**config.mk**
```make
export PLATFORM = sky130hd
export DESIGN_NAME = float_normalizer_flat
export DESIGN_NICKNAME = d
export VERILOG_FILES = /design/src/rtl/float_normalizer_if.sv /design/src/rtl/float_normalizer.sv /design/src/flat_wrapper.sv
export SDC_FILE = /design/constraint.sdc
export NUM_CORES = 1
export LEC_CHECK = 0
export ABC_AREA = 1
export CAP_MARGIN = 20
export CELL_PAD_IN_SITES_DETAIL_PLACEMENT = 1
export CELL_PAD_IN_SITES_GLOBAL_PLACEMENT = 1
export CORE_ASPECT_RATIO = 1.1
export CORE_MARGIN = 2
export CORE_UTILIZATION = 35
export DETAILED_ROUTE_END_ITERATION = 8
export PLACE_DENSITY_LB_ADDON = 0.1
export SLEW_MARGIN = 10
export SYNTH_ARGS = -nofsm -noshare
export SYNTH_HDL_FRONTEND = slang
export SYNTH_SLANG_ARGS = --single-unit
```
**constraint.sdc**
```tcl
create_clock -name clk -period 2.1 [get_ports clk]
set_input_delay 0.315 -clock clk [delete_from_list [all_inputs] [get_ports clk]]
set_output_delay 0.315 -clock clk [all_outputs]
set_load 0.02 [all_outputs]
```
**src/rtl/float_normalizer_if.sv**
```systemverilog
// Handshake bundle for float_normalizer: operand in (valid/ready), packed single out (valid/ready).
// slave = the normalizer's view, master = the producer/consumer side.
interface float_normalizer_if #(
  parameter int EXP_W = 8,
  parameter int MAN_W = 23,
  parameter int SIG_W = MAN_W + 2
);
  logic                   in_valid;
  logic                   in_ready;
  logic                   in_sign;
  logic [EXP_W-1:0]       in_exp;
  logic [SIG_W-1:0]       in_sig;
  logic                   out_valid;
  logic                   out_ready;
  logic [EXP_W+MAN_W:0]   out_float;
  logic                   out_zero;
  logic                   out_overflow;
  logic                   out_underflow;

  modport slave (
    input  in_valid, in_sign, in_exp, in_sig, out_ready,
    output in_ready, out_valid, out_float, out_zero, out_overflow, out_underflow
  );

  modport master (
    output in_valid, in_sign, in_exp, in_sig, out_ready,
    input  in_ready, out_valid, out_float, out_zero, out_overflow, out_underflow
  );
endinterface

```
**src/rtl/float_normalizer.sv**
```systemverilog
// Normalize-and-pack: one shift per cycle until the hidden bit lands, 1..24 cycles after accept.
// One operand in flight; result held in DONE until out_ready, no new accept meanwhile.
module float_normalizer #(
  parameter int EXP_W = 8,
  parameter int MAN_W = 23,
  parameter int SIG_W = MAN_W + 2
) (
  input  logic                clk,
  input  logic                reset,
  float_normalizer_if.slave   bus
);

  typedef enum logic [1:0] {IDLE, SHIFT, DONE} state_t;

  localparam int            FLT_W   = 1 + EXP_W + MAN_W;
  localparam logic [EXP_W-1:0] EXP_MAX = '1;
  localparam logic [EXP_W-1:0] EXP_ONE = {{(EXP_W-1){1'b0}}, 1'b1};

  state_t             state, state_n;
  logic               sign_q, sign_n;
  logic [EXP_W-1:0]   exp_q, exp_n;
  logic [SIG_W-1:0]   sig_q, sig_n;
  logic               bypass_q, bypass_n;
  logic [FLT_W-1:0]   float_q, float_n;
  logic               zero_q, zero_n;
  logic               ovf_q, ovf_n;
  logic               unf_q, unf_n;
  logic [EXP_W-1:0]   exp_inc;

  always_ff @(posedge clk) begin
    if (reset) begin
      state    <= IDLE;
      sign_q   <= 1'b0;
      exp_q    <= '0;
      sig_q    <= '0;
      bypass_q <= 1'b0;
      float_q  <= '0;
      zero_q   <= 1'b0;
      ovf_q    <= 1'b0;
      unf_q    <= 1'b0;
    end else begin
      state    <= state_n;
      sign_q   <= sign_n;
      exp_q    <= exp_n;
      sig_q    <= sig_n;
      bypass_q <= bypass_n;
      float_q  <= float_n;
      zero_q   <= zero_n;
      ovf_q    <= ovf_n;
      unf_q    <= unf_n;
    end
  end

  always_comb begin
    state_n  = state;
    sign_n   = sign_q;
    exp_n    = exp_q;
    sig_n    = sig_q;
    bypass_n = bypass_q;
    float_n  = float_q;
    zero_n   = zero_q;
    ovf_n    = ovf_q;
    unf_n    = unf_q;
    exp_inc  = exp_q + EXP_ONE;

    unique case (state)
      IDLE: begin
        if (bus.in_valid) begin
          sign_n   = bus.in_sign;
          exp_n    = bus.in_exp;
          sig_n    = bus.in_sig;
          // Infinite input exponent is resolved in the first SHIFT cycle, ahead of the zero check.
          bypass_n = (bus.in_exp == EXP_MAX);
          float_n  = '0;
          zero_n   = 1'b0;
          ovf_n    = 1'b0;
          unf_n    = 1'b0;
          state_n  = SHIFT;
        end
      end
      SHIFT: begin
        if (bypass_q) begin
          float_n = {sign_q, EXP_MAX, {MAN_W{1'b0}}};
          ovf_n   = 1'b1;
          state_n = DONE;
        end else if (sig_q == '0) begin
          float_n = '0;
          zero_n  = 1'b1;
          state_n = DONE;
        end else if (sig_q[SIG_W-1]) begin
          sig_n = sig_q >> 1;
          exp_n = exp_inc;
          if (exp_inc == EXP_MAX) begin
            float_n = {sign_q, EXP_MAX, {MAN_W{1'b0}}};
            ovf_n   = 1'b1;
            state_n = DONE;
          end
        end else if (sig_q[MAN_W]) begin
          float_n = {sign_q, exp_q, sig_q[MAN_W-1:0]};
          state_n = DONE;
        end else begin
          sig_n = sig_q << 1;
          exp_n = exp_q - EXP_ONE;
          // exp==0 would wrap on decrement, so it underflows just like exp==1.
          if (exp_q <= EXP_ONE) begin
            float_n = '0;
            unf_n   = 1'b1;
            state_n = DONE;
          end
        end
      end
      DONE: begin
        if (bus.out_ready) state_n = IDLE;
      end
      default: state_n = IDLE;
    endcase
  end

  assign bus.in_ready      = (state == IDLE);
  assign bus.out_valid     = (state == DONE);
  assign bus.out_float     = float_q;
  assign bus.out_zero      = zero_q;
  assign bus.out_overflow  = ovf_q;
  assign bus.out_underflow = unf_q;

endmodule

```
**src/flat_wrapper.sv**
```systemverilog
// flat-port wrapper written by rule: the top's interface ports become plain ports
module float_normalizer_flat 
#(
  parameter int EXP_W = 8,
  parameter int MAN_W = 23,
  parameter int SIG_W = MAN_W + 2
)
  (clk, reset, bus_in_valid, bus_in_sign, bus_in_exp, bus_in_sig, bus_out_ready, bus_in_ready, bus_out_valid, bus_out_float, bus_out_zero, bus_out_overflow, bus_out_underflow);
  float_normalizer_if #(.EXP_W(EXP_W), .MAN_W(MAN_W), .SIG_W(SIG_W)) bus_i ();
  input  logic clk;
  input  logic reset;
  input wire logic [$bits(bus_i.in_valid)-1:0] bus_in_valid;
  input wire logic [$bits(bus_i.in_sign)-1:0] bus_in_sign;
  input wire logic [$bits(bus_i.in_exp)-1:0] bus_in_exp;
  input wire logic [$bits(bus_i.in_sig)-1:0] bus_in_sig;
  input wire logic [$bits(bus_i.out_ready)-1:0] bus_out_ready;
  output wire logic [$bits(bus_i.in_ready)-1:0] bus_in_ready;
  output wire logic [$bits(bus_i.out_valid)-1:0] bus_out_valid;
  output wire logic [$bits(bus_i.out_float)-1:0] bus_out_float;
  output wire logic [$bits(bus_i.out_zero)-1:0] bus_out_zero;
  output wire logic [$bits(bus_i.out_overflow)-1:0] bus_out_overflow;
  output wire logic [$bits(bus_i.out_underflow)-1:0] bus_out_underflow;
  assign bus_i.in_valid = bus_in_valid;
  assign bus_i.in_sign = bus_in_sign;
  assign bus_i.in_exp = bus_in_exp;
  assign bus_i.in_sig = bus_in_sig;
  assign bus_i.out_ready = bus_out_ready;
  assign bus_in_ready = bus_i.in_ready;
  assign bus_out_valid = bus_i.out_valid;
  assign bus_out_float = bus_i.out_float;
  assign bus_out_zero = bus_i.out_zero;
  assign bus_out_overflow = bus_i.out_overflow;
  assign bus_out_underflow = bus_i.out_underflow;
  float_normalizer #(.EXP_W(EXP_W), .MAN_W(MAN_W), .SIG_W(SIG_W)) u_core (.clk(clk), .reset(reset), .bus(bus_i));
endmodule
```
==> results <==
[through the flow]
stage / area, um2 / instances / TNS, ns
4_1_cts: 5494 / 884 / 0
6_report: 5633 / 889 / 0
5_1_grt: 5633 / 889 / -0.02200
2_1_floorplan: 4240 / 667 / 0
3_3_place_gp: 5135 / 866 / -0.007546
3_5_place_dp: 5135 / 866 / -3.925
[synthesized netlist by cell type, drive strengths merged]
cell    count
clkbuf     24
buf        22
inv       113
o211ai      5
dfxtp      72
nand4      62
ha          4
xnor2       1
o21ai      54
o221ai     22
a21oi      41
nor3        1
nand2     157
a31oi       1
xor2        4
nand3      16
nor2       68
[worst register-to-register path, stage by stage (launching register included)]
cell       delay (ns)
dfxtp_4          0.40
ha_4             0.17
nand3_1          0.11
nor2_2           0.15
xor2_2           0.11
nor2_2           0.16
nand2_1          0.10
nand2_4          0.19
clkbuf_16        0.22
nand4_1          0.10
nand2_1          0.09
nor2_1           0.04
[final timing paths]
check                                              from                               endpoint  slack, ns  cells past startpoint
hold / removal    u_core.bus.out_underflow$_SDFFE_PP0P_  u_core.bus.out_underflow$_SDFFE_PP0P_       0.47                      2
setup / recovery           u_core.exp_q[0]$_SDFFE_PP0P_  u_core.bus.out_float[29]$_SDFFE_PP0P_       0.18                     11
setup reg to reg           u_core.exp_q[0]$_SDFFE_PP0P_  u_core.bus.out_float[29]$_SDFFE_PP0P_       0.18                     11
hold reg to reg   u_core.bus.out_underflow$_SDFFE_PP0P_  u_core.bus.out_underflow$_SDFFE_PP0P_       0.47                      2
[what timing repair did]
action / 4_1_cts / 5_1_grt
pin swaps: 1 / 4
hold buffers: 0 / 0
setup buffers: 0 / 2
setup endpoints to repair: 32 / 38
cloned: 2 / 3
resized for setup: 6 / 13
[layer usage]
layer	vias to the layer above	track usage (%)	share of wire, %
met1	2158	30.15	50
li1	2310	-	-
met4	0	6.330	1.2
met5	-	0	0
met3	12	3.065	3.3
met2	91	33.54	46
[kinds of logic after synthesis]
kind of cell / after synthesis / synth area share, %
buf+inv: 159 / 15.11
fa+ha+maj: 4 / 1.180
simple gates: 304 / 31.90
flops: 72 / 33.99
xor+xnor: 5 / 1.033
compound gates: 123 / 16.79
[placed cells by master, fill, tap and decap left out, drive strengths merged]
master and n:
o221ai 22, nand3 19, ha 4, dfxtp 72, nand2 157, clkinv 3
inv 113, a31oi 1, o21ai 54, bufinv 1, nand4 62, clkdlybuf4s50 74
buf 19, xor2 4, nor2 68, nor3 1, o211ai 5, xnor2 1
clkbuf 14, a21oi 41
[flip-flops by register name, indices dropped and copies added (netlist names)]
signal                    flops
u_core.sign_q                 1
u_core.sig_q                 25
u_core.bus.out_underflow      1
u_core.exp_q                  8
u_core.bus.out_overflow       1
u_core.bus.out_float         32
u_core.bus.out_zero           1
u_core.state                  2
u_core.bypass_q               1
[power breakdown]
| group | switching (mW) | internal [mW] | total [mW] |
|---|---|---|---|
| combinational | 1.40 | 0.890 | 2.29 |
| sequential | 0.212 | 1.64 | 1.85 |
| clock | 0.617 | 0.988 | 1.60 |
[final cells by class]
class                           instances  area (um2)
Fill cell                            1565        6296
Multi-Input combinational cell        439        2260
Sequential cell                        72        1451
Timing Repair Buffer                   95       996.0
Inverter                              113       424.2
Clock buffer                           12       256.5
Tap cell                              154       192.7
Clock inverter                          4       52.55
==> impl_results.md <==
* Avg WL per Cell at about 16 um
* MaxCap Viol Count at 0
* Initial drt markers at 200
* Num Clock Sinks at approximately 70
* Hold Path Class: flip-flop to flip-flop
* Pin count of the biggest net entering global routing at 63
* Post-synth top area cell: dfxtp_1
* Critical path buffers and inverters at 1
* Fmax achieved at about 520 MHz
* CP Cell Sequence: ha_4, nand3_1, nor2_2, xor2_2, nor2_2, nand2_1, nand2_4, clkbuf_16, nand4_1, nand2_1, nor2_1
* Worst-Margin Slew at approximately 0.5 ns
* Worst setup SP type: flip-flop
* Vias in the first global route at 4,404
* CP Class: flip-flop to flip-flop
* Final setup margin at 0.1812 ns
* Global-route wire length before repair at around 22,000 um
* Num rows at 42
* Drt pass-1 iters at 4
* WP data required at around 2.3 ns
* CP peak stage delay at about 0.40 ns
* Final setup viols at 0
* Starting Density at 35.55%
* GRT Total Usage at 21.37%
* Num CTS Buffers at 9
* Number of diodes at 0
* Number of antenna violations at the first check in global routing at 0
* Clock slew at reported path FFs at approximately 0.06 ns
* GRT overflow at 0
* Final WL at 13,800 um
* Final GP Congestion at ~0.9
* Final Util at ~47%
* Clk_lat worst skew at between 0.3 and 0.4 ns
* Mapped cell area at approximately 0.0042 mm2
* Die ar. at 0.01301 mm2
* Leak at 2.529 nW
* CTS H-tree depth at 3
* Final hold slack at about 0.47 ns
* Maximum root-to-sink buffer count at 2
* Die X at ~110 um
* Layout cell share with drive strength beyond 1 at 8.027%
* Cell family with most CP delay: simple AND/OR/NAND/NOR gates
* Synth unique cells at 26
* Hold Fails Final Rpt at 0
* Slew headroom at between 60 and 70%
* TritonCTS clock tree: yes
* Ys Warns at 0
* Vias/cell at a little over 5
* Slowest-stage cell, CP: dfxtp_4
* Critical path peak fanout at 17
* #FFs+latches synth at between 70 and 80
* Worst vdd ir at around 390 uV
* Setup Skew at 0.006695 ns
* Residual DRC count at 0
* Final min period at roughly 1.9 ns
* Max Slew Vio Count at 0
* # IOs at 75
* PortBufs at 74
* Synth area leaders: dfxtp_1 (34%), nand2_1 (14%), inv_1 (9.8%)
* Final Net Count at approximately 770
* Core box area at around 0.012 mm2
* Post-synthesis cell count at 667
* Syn Area/Cell at about 6.4 um2
* Final period utilization at 91.37%
* DP HPWL at ~9300 um
* Pwr/cell area at between 1000 and 1500 mW/mm2
* Vias at around 4,600
* Post-Place Setup Slack at -0.1738 ns
* Die Y at 119.4 um
* Post-synthesis sequential area ratio at between 30% and 40%
* DRT antenna net count at 0
* Post-synth top area share at approximately 34%
* Synth-to-layout area growth at 32.84%
* Total Power at approximately 5.7 mW
* Worst endpoint data arrival time at around 2.2 ns
* CP endpoint kind: flip-flop
* Run status: finished clean
* Root buf cell: clkbuf_16
* Syn nets at ~710
No activity file was read; power rests on OpenSTA's default activity.
